### src/rtl/rpn_alu_datapath.sv
// rpn_alu_datapath: operand/opcode latches, single-cycle ALU and iterative shift-add multiply for the RPN calculator
module rpn_alu_datapath #(
    parameter int WIDTH = 16,
    parameter int OPC_W = 3
) (
    input  logic             clk,
    input  logic             Reset,
    input  logic [WIDTH-1:0] DataIn,
    input  logic             LoadOpA,
    input  logic             LoadOpB,
    input  logic             LoadOpCode,
    input  logic             updateRes,
    input  logic             ToDisplaySel,
    output logic [WIDTH-1:0] ToDisplay,
    output logic [WIDTH-1:0] Result,
    output logic [3:0]       Flags,
    output logic             Busy,
    output logic             ResValid,
    output logic             OpErr
);
    typedef enum logic [1:0] {IDLE, CALC, DONE} state_t;
    localparam int CW = $clog2(WIDTH + 1);
    state_t state, state_nx;
    logic [WIDTH-1:0] op_a, op_b, a_now, b_now, alu_r, mplier;
    logic [OPC_W-1:0] op_code, op_now;
    logic [2*WIDTH-1:0] mcand, acc, acc_nx;
    logic [WIDTH:0] sum, diff;
    logic [CW-1:0] cnt;
    logic upd_q, start, is_mul, last, alu_c, alu_v, alu_err;

    function automatic logic [3:0] nzcv(input logic [WIDTH-1:0] r, input logic c, input logic v);
        return {r[WIDTH-1], ~|r, c, v};
    endfunction

    // a load in the same cycle as start must reach the snapshot
    assign a_now  = LoadOpA ? DataIn : op_a;
    assign b_now  = LoadOpB ? DataIn : op_b;
    assign op_now = LoadOpCode ? DataIn[OPC_W-1:0] : op_code;
    assign start  = updateRes & ~upd_q;
    assign is_mul = op_now == OPC_W'(2);
    assign last   = cnt == CW'(1);
    assign acc_nx = acc + (mplier[0] ? mcand : '0);
    assign ToDisplay = ToDisplaySel ? Result : DataIn;

    always_comb begin
        sum     = {1'b0, a_now} + {1'b0, b_now};
        diff    = {1'b0, a_now} + {1'b0, ~b_now} + (WIDTH + 1)'(1);
        alu_r   = '0;
        alu_c   = 1'b0;
        alu_v   = 1'b0;
        alu_err = 1'b0;
        case (op_now)
            OPC_W'(0): begin
                alu_r = sum[WIDTH-1:0];
                alu_c = sum[WIDTH];
                alu_v = (a_now[WIDTH-1] == b_now[WIDTH-1]) && (sum[WIDTH-1] != a_now[WIDTH-1]);
            end
            OPC_W'(1): begin
                alu_r = diff[WIDTH-1:0];
                alu_c = diff[WIDTH];
                alu_v = (a_now[WIDTH-1] != b_now[WIDTH-1]) && (diff[WIDTH-1] != a_now[WIDTH-1]);
            end
            OPC_W'(2): alu_r = '0;
            OPC_W'(3): alu_r = a_now & b_now;
            OPC_W'(4): alu_r = a_now | b_now;
            OPC_W'(5): alu_r = a_now ^ b_now;
            default:   alu_err = 1'b1;
        endcase
    end

    always_ff @(posedge clk or posedge Reset)
        if (Reset) state <= IDLE;
        else state <= state_nx;

    always_comb begin
        state_nx = state == IDLE ? (start ? (is_mul ? CALC : DONE) : IDLE)
                 : state == CALC ? (!updateRes ? IDLE : last ? DONE : CALC)
                 : state == DONE ? (updateRes ? DONE : IDLE)
                 : IDLE;
    end

    always_comb begin
        Busy     = state == CALC;
        ResValid = state == DONE;
    end

    always_ff @(posedge clk or posedge Reset) begin
        if (Reset) begin
            op_a    <= '0;
            op_b    <= '0;
            op_code <= '0;
            upd_q   <= 1'b0;
            Result  <= '0;
            Flags   <= '0;
            OpErr   <= 1'b0;
            mcand   <= '0;
            mplier  <= '0;
            acc     <= '0;
            cnt     <= '0;
        end else begin
            upd_q <= updateRes;
            if (LoadOpA) op_a <= DataIn;
            if (LoadOpB) op_b <= DataIn;
            if (LoadOpCode) op_code <= DataIn[OPC_W-1:0];
            if (state == IDLE && start) begin
                mcand  <= {{WIDTH{1'b0}}, a_now};
                mplier <= b_now;
                acc    <= '0;
                cnt    <= CW'(WIDTH);
                OpErr  <= alu_err;
                Result <= alu_r;
                Flags  <= is_mul ? 4'b0000 : nzcv(alu_r, alu_c, alu_v);
            end else if (state == CALC) begin
                if (!updateRes) begin
                    Result <= '0;
                    Flags  <= '0;
                end else begin
                    acc    <= acc_nx;
                    mcand  <= mcand << 1;
                    mplier <= mplier >> 1;
                    cnt    <= cnt - CW'(1);
                    if (last) begin
                        Result <= acc_nx[WIDTH-1:0];
                        Flags  <= nzcv(acc_nx[WIDTH-1:0], |acc_nx[2*WIDTH-1:WIDTH], |acc_nx[2*WIDTH-1:WIDTH]);
                    end
                end
            end
        end
    end
endmodule
### config.mk
export PLATFORM = sky130hd
export DESIGN_NAME = rpn_alu_datapath
export DESIGN_NICKNAME = d
export VERILOG_FILES = /design/src/rtl/rpn_alu_datapath.sv
export SDC_FILE = /design/constraint.sdc
export NUM_CORES = 1
export LEC_CHECK = 0
export BUFFER_PORTS_ARGS = -buffer_cell sky130_fd_sc_hd__buf_2
export CORE_ASPECT_RATIO = 0.9
export CORE_MARGIN = 3
export CORE_UTILIZATION = 35
export DETAILED_ROUTE_END_ITERATION = 7
export PLACE_DENSITY = 0.52
export SLEW_MARGIN = 5
export SYNTH_ARGS = -nofsm -noshare
export SYNTH_HDL_FRONTEND = slang
export SYNTH_SLANG_ARGS = --single-unit
### constraint.sdc
create_clock -name clk -period 4.9 [get_ports clk]
set_clock_uncertainty 0.1 [all_clocks]
set_input_delay 0.245 -clock clk [delete_from_list [all_inputs] [get_ports clk]]
set_output_delay 0.245 -clock clk [all_outputs]
set_load 0.01 [all_outputs]
======== Word-level counts from Yosys, hierarchy flattened ========
Cells that the tools add are included.
word-level totals
  register bits ........................... 144
  input port bits ......................... 23
  output and inout port bits .............. 39
  word-level logic and storage cells ...... 89
cells by class
  $add $sub $neg .......................... 5
  equality and inequality tests ........... 13
  mux-type cells .......................... 38
  bitwise operators ....................... 6
  reductions and logical operators ........ 15
operators by type and width
  kind                                                                   number
  32-bit 2-to-1 mux                                                      7
  16-bit 2-to-1 mux                                                      10
  16-bit one-hot mux with 5 select lines                                 1
  16-bit OR reduction                                                    3
  16-bit by 16-bit adder with 17-bit output                              2
  32-bit adder                                                           1
  4-bit 2-to-1 mux                                                       5
  17-bit by 1-bit adder with 17-bit output, second input constant        1
  16-bit bitwise AND                                                     1
  2-bit 2-to-1 mux                                                       8
  16-bit NOT                                                             1
  16-bit OR                                                              1
  16-bit XOR                                                             1
  5-bit 2-to-1 mux                                                       3
  3-bit by 2-bit equality test with 1-bit output, second input constant  2
  3-bit equality test, second input constant                             2
  6-bit OR reduction                                                     1
  5-bit by 1-bit equality test with 1-bit output, second input constant  1
  5-bit by 1-bit subtractor with 5-bit output, second input constant     1
  1-bit one-hot mux with 2 select lines                                  2
  2-bit AND reduction                                                    2
  2-bit nonzero test                                                     2
  3-bit by 1-bit equality test with 1-bit output, second input constant  1
  1-bit logical AND                                                      3
  12 further kinds                                                       15

======== Longest topological paths before layout ========
Gate-level depths: netlist of run 1.
  depth after elaboration ................. 9
  gate-level depth with buffers ........... 16
  depth with buffers taken out ............ 14

======== Worst setup path after synthesis of run 1 ========
Ideal clock, no wire load.
  kind .................................... in2reg
  from .................................... input LoadOpA
  to ...................................... register Flags[2]
  library setup time ...................... 65 ps
  arrival ................................. 3986 ps
  data required time ...................... 4735 ps
  path slack .............................. 749 ps
  cell stages on the path ................. 15
  path buffers ............................ 2
  cells stage by stage .................... clkbuf_1 -> buf_1 -> mux2i_1 -> inv_1 -> ha_1 -> fa_1 -> a211oi_1 -> o21ai_0 -> a31oi_2 -> o21ai_0 -> a311oi_1 -> o21ai_0 -> or4b_1 -> nor4_1 -> a211o_1
on the way
  cells in the longest elaborated chain, start to end .. 8
  elaborated cells on any way between the ends .. 12
  those cells by class .................... add/sub: 3; mux: 4; bitwise: 3; reduce/logical: 2
ends and longest elaborated chain
  what                                       line  text
  start, declared                            9     input logic LoadOpA,
  16-bit 2-to-1 mux *                        --
  via a_now[0]                               24    logic [WIDTH-1:0] op_a, op_b, a_now, b_now, alu_r, mplier;
  16-bit by 16-bit adder with 17-bit output  47    diff = {1'b0, a_now} + {1'b0, ~b_now} + (WIDTH + 1)'(1);
  17-bit by 1-bit adder with 17-bit output   47
  16-bit one-hot mux with 5 select lines *   52    case (op_now)
  16-bit OR reduction *                      32    return {r[WIDTH-1], ~|r, c, v};
  1-bit logical NOT *                        32
  4-bit 2-to-1 mux *                         112   Flags <= is_mul ? 4'b0000 : nzcv(alu_r, alu_c, alu_v);
  4-bit 2-to-1 mux *                         105   if (state == IDLE && start) begin
  end signal, assigned                       112
  end signal, assigned                       124   Flags <= nzcv(acc_nx[WIDTH-1:0], |acc_nx[2*WIDTH-1:WIDTH], |acc_nx[2*WIDTH-1:WIDTH]);
  end, declared                              16    output logic [3:0] Flags,
The timed path passes the listed nets; every way through them passes the cells marked *.
A chain may end at the register's enable or synchronous reset.

======== Worst setup path after layout of run 1 ========
  from .................................... register mplier[0]
  to ...................................... register Flags[1]
on the way
  cells in the longest elaborated chain, start to end .. 7
ends and longest elaborated chain
  what                    line  text
  start, declared         24
  start signal, assigned  107   mplier <= b_now;
  start signal, assigned  120   mplier <= mplier >> 1;
  32-bit 2-to-1 mux       42    assign acc_nx = acc + (mplier[0] ? mcand : '0);
  32-bit adder            42
  16-bit OR reduction     124
  4-bit 2-to-1 mux        122   if (last) begin
  4-bit 2-to-1 mux        114   if (!updateRes) begin
  4-bit 2-to-1 mux        113   end else if (state == CALC) begin
  4-bit 2-to-1 mux        105
No other way between the ends. The select of a mux whose other input is x is not followed.

==> metrics.cfg, run 1 <==
[die]
fp-row-count = 58
dieHeight_um = 168
pin_count = 62
die-area_um2 = 31300
die_w_um = 186
coreArea_um2 = 28400
start_util = 0.360

[drt]
antenna_left = 0
num_vias = 8813
drc = 0
drtIter0Drc = 816
vias_per_cell = 5.49
wl_per_cell_um = 18.8
firstDrtPassIters = 5
routed_wl_mm = 30.2

[worst_setup_path]
crit_start = mplier[0]
slowest_stage = nor4_1
crit_family = compound AO/OA/AOI/OAI gates
critPathBufInv = 0
cp.depth = 13
crit_path_end_kind = flip-flop
r2r_slack_ns = 0.61
crit_path_end = Flags[1]
path_cells = and2_1 -> ha_1 -> fa_1 -> a211oi_1 -> nor2_1 -> a311oi_1 -> o311ai_0 -> a31oi_1 -> xor2_1 -> nand4_1 -> nand4b_1 -> nor4_1 -> o21ai_0
reg2reg_depth = 13
arrival_ns = 4.48
setup.worst_path.class = flip-flop to flip-flop
rr_endpoint = Flags[1]
crit_required_ns = 5.09
reg2reg_from = mplier[0]
cp-start-kind = flip-flop
slowest_delay_ns = 0.62
crit_fanout = 4

[synthesis]
syn-num-nets = 1273
synth_edf_count = 0
ys_warn_count = 0
synth_ff_type = dfrtp_1
yosysSeqAreaShare = 0.353
synth_top_area_frac = 0.353
synth_cell_types = 79
synth_seq_cells = 144
synthTopCellsByArea = dfrtp_1 (35%), ha_1 (10%), nand2_1 (5.5%), mux2_2 (5.0%), a21oi_1 (3.7%)
synth_area_um2 = 10200
synthArstFlopShare = 1.00
avgSynthCellArea_um2 = 8.79
synth_cells = 1163
synth_top_area_cell = dfrtp_1

[global_route]
antenna_found_initial = 0
grt_pass1_wl_mm = 48.4
grt_usage = 0.196
grt_max_degree = 79
first_global_vias = 8542
overflow = 0

[run]
maxCapViolations = 0

[timing]
fin_crit_ns = 4.29
rsz0062_at_grt = false
setup_viol = 0
final_max_slew_viol_count = 0
worst_slew_pin_slew_ns = 1.12
max_freq_ghz = 0.233
tns_ns = 0
hold_viol_final = 0
finalWorstSetupSlack_ns = 0.607
slew_headroom = 0.247
min_period_over_period = 0.876

[pwr]
p_seq_frac = 0.359
p_per_area_nw_per_um2 = 364
total_power_w = 0.00418
swShare = 0.376
vdd_drop_max_mv = 0.261
combPwrFrac = 0.342
clockPowerShare = 0.299
internal-power_w = 0.00261
p_leak_nw = 5.27
power.switching_w = 0.00157

[clocking]
cts_root_buf = clkbuf_16
cts.sinks = 144
cts_htree_levels = 4
clk_latency_ns = 0.44
clock_path_buffers = 2
cts_tree = yes
cts_resized = 0
cts_buffers = 17
cts.clk_slew.worst_paths_ns = 0.07

[final_layout]
syn_to_final_growth_pct = 12.5
instances_no_fill = 1606
layout-drive-gt1-share = 0.141
finalNetCount = 1313
final_core_util = 0.405
antenna_cells = 0

[status]
status = complete, no violations

[hold_path]
hp-start = DataIn[14]
hold_path_class = input port to flip-flop

[placed_design]
routabilityCongestion = 0.882
dp.cells = 1572
io_buffers = 61
pre_cts_ws_ns = 0.520
hpwlAfterDp_mm = 22.0

[cells by family after synthesis]
logic type      Yosys count  share of synthesized area
simple gates            373                      0.171
buf+inv                 113                     0.0425
xor+xnor                 34                     0.0291
mux                      54                     0.0609
compound gates          358                      0.235
flops                   144                      0.353
fa+ha+maj                87                      0.109
[metrics by stage]
| stage | hold WS [ns] | cell area (um2) |
|---|---|---|
| final | 0.0380 | 11500 |
| after global placement | 0.233 | 10900 |
| after detailed placement | 0.231 | 10900 |
| after floorplan | 0.176 | 10200 |
| after CTS | 0.0157 | 11500 |
| after global routing | 0.0400 | 11500 |
[layer usage]
metal	wire length, um	global-route usage
met4	374	0.0450
met2	13800	0.304
met5	0	0
met3	1250	0.0302
met1	14800	0.287
[cell usage in the layout, fill, tap and decap left out, types with 6 or more instances in the layout]
| cell type | n |
|---|---|
| nor4_1 | 10 |
| nand2_1 | 148 |
| nand2b_1 | 7 |
| clkinvlp_4 | 6 |
| o21ai_0 | 76 |
| nor2b_1 | 7 |
| a22oi_1 | 9 |
| o31ai_1 | 10 |
| nor3_1 | 16 |
| and2_1 | 36 |
| a21o_1 | 20 |
| mux2_2 | 45 |
| o211ai_1 | 6 |
| a21oi_1 | 75 |
| mux2i_1 | 7 |
| a22o_1 | 34 |
| buf_4 | 15 |
| inv_1 | 52 |
| ha_1 | 84 |
| dfrtp_1 | 144 |
| buf_2 | 61 |
| nand3_1 | 19 |
| a31oi_1 | 38 |
| nor2_1 | 92 |
| a211oi_1 | 12 |
| nand4_1 | 8 |
| o21bai_1 | 15 |
| xnor2_1 | 24 |
| clkbuf_16 | 17 |
| xor2_1 | 10 |
[cell type report]
type	instances	area (um2)
fill	2893	16900
clock inverter	12	111
multi-input combinational	906	6200
timing repair buffer	78	438
sequential	144	3600
clock buffer	20	437
inverter	56	215
tap	390	488
[cell usage after synthesis, types with 4 or more instances]
cell,instances
nor3_1,16
ha_1,84
a21oi_1,76
inv_1,53
o211ai_1,6
buf_2,5
a221o_1,5
a22oi_1,9
clkbuf_1,43
a211oi_1,12
and3_1,4
dfrtp_1,144
nand4_1,8
buf_1,8
a22o_1,34
a221oi_1,4
o21bai_1,15
o31ai_1,10
nand3_1,19
nand2_1,149
a32o_1,5
a21o_1,20
o21a_1,5
xor2_1,10
mux2_2,45
nor2b_1,7
nor2_1,93
o221ai_1,5
o21ai_0,76
xnor2_1,24
mux2i_1,7
and2_1,36
a211o_1,5
nand2b_1,7
nor4_1,10
a31oi_1,38
[how the worst min path moves through the flow]
stage / to / cells past startpoint / slack (ns)
floorplan: upd_q / 0 / 0.18
global placement: mcand[27] / 2 / 0.23
detailed placement: mcand[27] / 2 / 0.23
CTS: op_b[14] / 2 / 0.02
global route: op_b[14] / 2 / 0.04
finish: op_b[14] / 2 / 0.04
[power by group through the flow]
stage                     clock network [W]  logic [W]  registers, W
after detailed placement                  0    0.00142       0.00152
final                               0.00125    0.00143       0.00150
after global routing                0.00134    0.00159       0.00152
after floorplan                           0   0.000980       0.00150
after CTS                           0.00128    0.00143       0.00150
after global placement                    0    0.00142       0.00152
[flip-flops by register name, summed over array words and instances (netlist names)]
register / count
acc: 32
mcand: 32
Result: 16
mplier: 16
op_a: 16
op_b: 16
cnt: 5
Flags: 4
op_code: 3
state: 2
OpErr: 1
upd_q: 1
[repair_timing]
action                                  in CTS  in global routing
endpoints found under the setup margin       0                  0
hold endpoints to repair                    51                  0
buffers inserted                             0                  0
hold buffers                                 2                  0
(Power assumes the default switching activity.)
==> inputs of run 2 (changes only) <==
--- a/config.mk
+++ b/config.mk
@@ -10,7 +10,6 @@
 export CORE_MARGIN = 3
 export CORE_UTILIZATION = 35
 export DETAILED_ROUTE_END_ITERATION = 7
-export PLACE_DENSITY = 0.52
 export SLEW_MARGIN = 5
 export SYNTH_ARGS = -nofsm -noshare
 export SYNTH_HDL_FRONTEND = slang
==> metrics.cfg, run 2 (synthesized netlist as in run 1, its figures left out) <==
[worst_setup_path]
reg2reg_from = mplier[0]
setup.worst_path.class = flip-flop to flip-flop
critPathBufInv = 1
r2r_slack_ns = 0.48
crit_family = compound AO/OA/AOI/OAI gates
rr_endpoint = Flags[1]
cp-start-kind = flip-flop
slowest_delay_ns = 0.60
crit_path_end_kind = flip-flop
path_cells = buf_4 -> and2_1 -> ha_1 -> fa_1 -> a211oi_1 -> nor2_1 -> a311oi_1 -> o311ai_0 -> a31oi_1 -> xor2_1 -> nand4_1 -> nand4b_1 -> nor4_1 -> o21ai_0
crit_fanout = 16
slowest_stage = nor4_1
reg2reg_depth = 14
arrival_ns = 4.60
crit_required_ns = 5.08

[pwr]
swShare = 0.365
p_per_area_nw_per_um2 = 381
internal-power_w = 0.00280
power.switching_w = 0.00161
combPwrFrac = 0.329
p_leak_nw = 5.33
vdd_drop_max_mv = 0.254
p_seq_frac = 0.344
clockPowerShare = 0.327

[final_layout]
layout-drive-gt1-share = 0.144
mostFrequentLayoutCell = nand2_1
fill_cells = 2871
largest_registers = acc x32, mcand x32
antenna_cells = 0
final_core_util = 0.408
finalNetCount = 1313
most-common-layout-cells = nand2_1 (148), dfrtp_1 (144), nor2_1 (92)
final_area_um2 = 11600
syn_to_final_growth_pct = 13.4

[drt]
vias_per_cell = 5.66
num_vias = 9083
routed_wl_mm = 31.4
drc = 0
wl_per_cell_um = 19.5
antenna_left = 0
firstDrtPassIters = 5
drtIter0Drc = 738

[global_route]
grt_pass1_wl_mm = 50.4
overflow = 0
grt_max_degree = 79
grt_usage = 0.203
first_global_vias = 8984
antenna_found_initial = 1

[timing]
fin_crit_ns = 4.42
finalWorstSetupSlack_ns = 0.481
setup_viol = 0
max_freq_ghz = 0.226
final_max_slew_viol_count = 0
hold_viol_final = 0
rsz0062_at_grt = false
worst_slew_pin_slew_ns = 1.11
tns_ns = 0
slew_headroom = 0.256
min_period_over_period = 0.902

[hold_path]
hold_path_class = input port to flip-flop
whs_endpoint = op_b[13]
hp-start = DataIn[13]
holdPathStages = 2

[die]
pin_count = 62
fp-row-count = 58
coreArea_um2 = 28400
start_util = 0.360
die-area_um2 = 31300
dieHeight_um = 168
die_w_um = 186

[clocking]
cts_tree = yes
cts_buffers = 17
cts.sinks = 144
clock_path_buffers = 2
clk_latency_ns = 0.43
cts_resized = 0
cts.clk_slew.worst_paths_ns = 0.07
cts_htree_levels = 4
post_cts_buffers = 0
cts_root_buf = clkbuf_16

[run]
maxCapViolations = 0

[placed_design]
io_buffers = 61
post_dp_cell_area_um2 = 10900
hpwlAfterDp_mm = 22.8
pre_cts_ws_ns = 0.496
routabilityCongestion = 0.903

[status]
status = complete, no violations

## run 2: final cells by class
class | count | area, um2 | share of cell area
clock buffers | 20 | 457 | 0.0394
clock inverters | 12 | 181 | 0.0157
inverters | 56 | 215 | 0.0186
multi-input cells | 906 | 6210 | 0.536
flip-flops and latches | 144 | 3600 | 0.311
well taps | 390 | 488 | 0.0421
repair buffers | 78 | 438 | 0.0378
## run 2: worst max-delay path by stage
stage               slack, ns  cells past startpoint  startpoint        to
finish                   0.48                     14   mplier[0]  Flags[1]
global route             0.15                     14   mplier[0]  Flags[1]
CTS                      0.48                     14   mplier[0]  Flags[1]
detailed placement       0.50                     14   mplier[0]  Flags[1]
global placement         0.60                     14   mplier[0]  Flags[1]
floorplan                0.69                      1       Reset  Flags[0]
## run 2: routing by layer
metal	vias to the layer above	global-route usage	wire [um]
met4	2	0.0573	622
li1	4281	-	-
met2	255	0.325	14500
met5	-	0	13
met3	41	0.0393	1510
met1	4504	0.282	14700
## run 2: worst reg2reg max path, cell delays in order, from the launching register on
cell and delay (ns):
dfrtp_1 0.38, buf_4 0.18, and2_1 0.17, ha_1 0.20
fa_1 0.42, a211oi_1 0.40, nor2_1 0.13, a311oi_1 0.40
o311ai_0 0.34, a31oi_1 0.28, xor2_1 0.20, nand4_1 0.11
nand4b_1 0.20, nor4_1 0.60, o21ai_0 0.16
## run 2: through the flow
stage / hold slack [ns] / std cells / total power (W)
final: 0.0400 / 1606 / 0.00441
after global routing: 0.0395 / 1606 / 0.00467
after CTS: 0.0205 / 1606 / 0.00443
after detailed placement: 0.129 / 1572 / 0.00297
after global placement: 0.126 / 1572 / 0.00297
after floorplan: 0.176 / 1163 / 0.00248
## run 2: power groups by stage
stage	combinational [W]	sequential (W)	clock, W
2_1_floorplan	0.000980	0.00150	0
3_3_place_gp	0.00143	0.00154	0
3_5_place_dp	0.00143	0.00154	0
4_1_cts	0.00144	0.00152	0.00147
5_1_grt	0.00161	0.00154	0.00152
6_report	0.00145	0.00152	0.00144
## run 2: repair_timing
action	in CTS	in global routing
endpoints found under the setup margin	0	0
hold buffers	2	0
endpoints found under the hold margin	28	0
==> inputs of run 3 (changes only) <==
--- a/config.mk
+++ b/config.mk
@@ -6,7 +6,6 @@
 export NUM_CORES = 1
 export LEC_CHECK = 0
 export BUFFER_PORTS_ARGS = -buffer_cell sky130_fd_sc_hd__buf_2
-export CORE_ASPECT_RATIO = 0.9
 export CORE_MARGIN = 3
 export CORE_UTILIZATION = 35
 export DETAILED_ROUTE_END_ITERATION = 7
==> metrics.cfg, run 3 (synthesized netlist as in run 1, its figures left out) <==
[pwr]
internal-power_w = 0.00269
p_leak_nw = 5.30
power.switching_w = 0.00157
clockPowerShare = 0.310
swShare = 0.369
p_per_area_nw_per_um2 = 369
p_seq_frac = 0.352
combPwrFrac = 0.338
vdd_drop_max_mv = 0.222

[clocking]
cts_tree = yes
cts_buffers = 17
post_cts_buffers = 0
cts_root_buf = clkbuf_16
cts_htree_levels = 4
clk_latency_ns = 0.43
clock_path_buffers = 2
cts.sinks = 144
cts.clk_slew.worst_paths_ns = 0.07

[die]
fp-row-count = 61
pin_count = 62
coreArea_um2 = 28200
dieHeight_um = 177
die_w_um = 177
die-area_um2 = 31300
start_util = 0.362

[timing]
whs_ns = 0.0420
worst_slew_pin_slew_ns = 1.03
hold_viol_final = 0
final_max_slew_viol_count = 0
fin_crit_ns = 4.28
max_freq_ghz = 0.234
tns_ns = 0
min_period_over_period = 0.873
slew_headroom = 0.306
rsz0062_at_grt = false
setup_viol = 0

[placed_design]
io_buffers = 61
hpwlAfterDp_mm = 22.4
dp.cells = 1561
routabilityCongestion = 0.945

[status]
status = complete, no violations

[hold_path]
holdPathStages = 2
hp-start = DataIn[6]
whs_endpoint = op_b[6]
hold_path_class = input port to flip-flop

[final_layout]
instances_no_fill = 1596
mostFrequentLayoutCell = nand2_1
finalNetCount = 1314
largest_registers = acc x32, mcand x32
syn_to_final_growth_pct = 12.9
layout-drive-gt1-share = 0.144
register_area_um2 = 3600
most-common-layout-cells = nand2_1 (149), dfrtp_1 (144), nor2_1 (92)
multi_input_area_um2 = 6200
fill_cells = 2899

[worst_setup_path]
cp-start-kind = flip-flop
reg2reg_depth = 13
rr_endpoint = Flags[0]
crit_fanout = 31
crit_family = compound AO/OA/AOI/OAI gates
setup.worst_path.class = flip-flop to flip-flop
crit_required_ns = 5.09
crit_path_end_kind = flip-flop
slowest_stage = nor4_1
reg2reg_from = mplier[0]
r2r_slack_ns = 0.62
slowest_delay_ns = 0.51
path_cells = buf_4 -> and2_1 -> fa_1 -> a211oi_1 -> nor2_1 -> a311oi_1 -> o311ai_0 -> a31oi_1 -> xor2_1 -> nand4_1 -> nand4b_1 -> nor4_1 -> o21ai_0
arrival_ns = 4.46
critPathBufInv = 1

[global_route]
first_global_vias = 8977
grt_max_degree = 79
antenna_found_initial = 0
grt_usage = 0.198
grt_pass1_wl_mm = 49.3
overflow = 0

[drt]
antenna_left = 0
vias_per_cell = 5.57
firstDrtPassIters = 6
drc = 0
wl_per_cell_um = 19.0
routed_wl_mm = 30.4
drtIter0Drc = 632
num_vias = 8893

[run]
maxCapViolations = 0

run 3: cell types whose count changed in the layout (fill, tap and decap cells not counted), sizes merged:
| cell | before | now |
|---|---|---|
| buf | 76 | 77 |
| bufinv | 4 | 2 |
| clkinv | 5 | 4 |
| clkinvlp | 1 | 5 |
| diode | 0 | 1 |
| inv | 58 | 57 |
run 3: worst max path at each step:
stage	start	end	slack, ns	cells past startpoint
3_3_place_gp	mplier[0]	Flags[1]	0.74	13
2_1_floorplan	Reset	Flags[0]	0.69	1
4_1_cts	mplier[0]	Flags[0]	0.58	13
6_report	mplier[0]	Flags[0]	0.62	13
5_1_grt	mplier[0]	Flags[0]	0.24	13
3_5_place_dp	mplier[0]	Flags[1]	0.58	13
run 3: per-layer routing:
layer,vias to the layer above,wire length [um],track usage
met3,33,1390,0.0335
met2,214,14400,0.327
met5,-,0,0
met4,0,494,0.0488
li1,4287,-,-
met1,4359,14100,0.270
run 3: area by class of cell:
type	count	share of cell area
Tap cell	378	0.0410
Timing Repair Buffer	79	0.0386
Antenna cell	1	0.000217
Clock buffer	20	0.0396
Sequential cell	144	0.312
Clock inverter	12	0.0116
Inverter	56	0.0187
Multi-Input combinational cell	906	0.538
run 3: through the flow:
stage | utilization | power, W | worst slack, ns | instance area [um2]
finish | 0.408 | 0.00426 | 0.624 | 11500
global route | 0.408 | 0.00452 | 0.235 | 11500
CTS | 0.408 | 0.00429 | 0.575 | 11500
global placement | 0.387 | 0.00294 | 0.741 | 10900
floorplan | - | 0.00248 | 0.689 | 10200
detailed placement | 0.387 | 0.00295 | 0.581 | 10900
run 3: repair_timing:
item / 4_1_cts / 5_1_grt
hold buffers: 2 / 0
resized for setup: 0 / 0
hold endpoints to repair: 48 / 0
run 3: power by group through the flow:
stage | clock network, W | logic [W] | registers, W
finish | 0.00132 | 0.00144 | 0.00150
global route | 0.00140 | 0.00160 | 0.00152
CTS | 0.00135 | 0.00144 | 0.00150
detailed placement | 0 | 0.00143 | 0.00152
global placement | 0 | 0.00142 | 0.00152
floorplan | 0 | 0.000980 | 0.00150
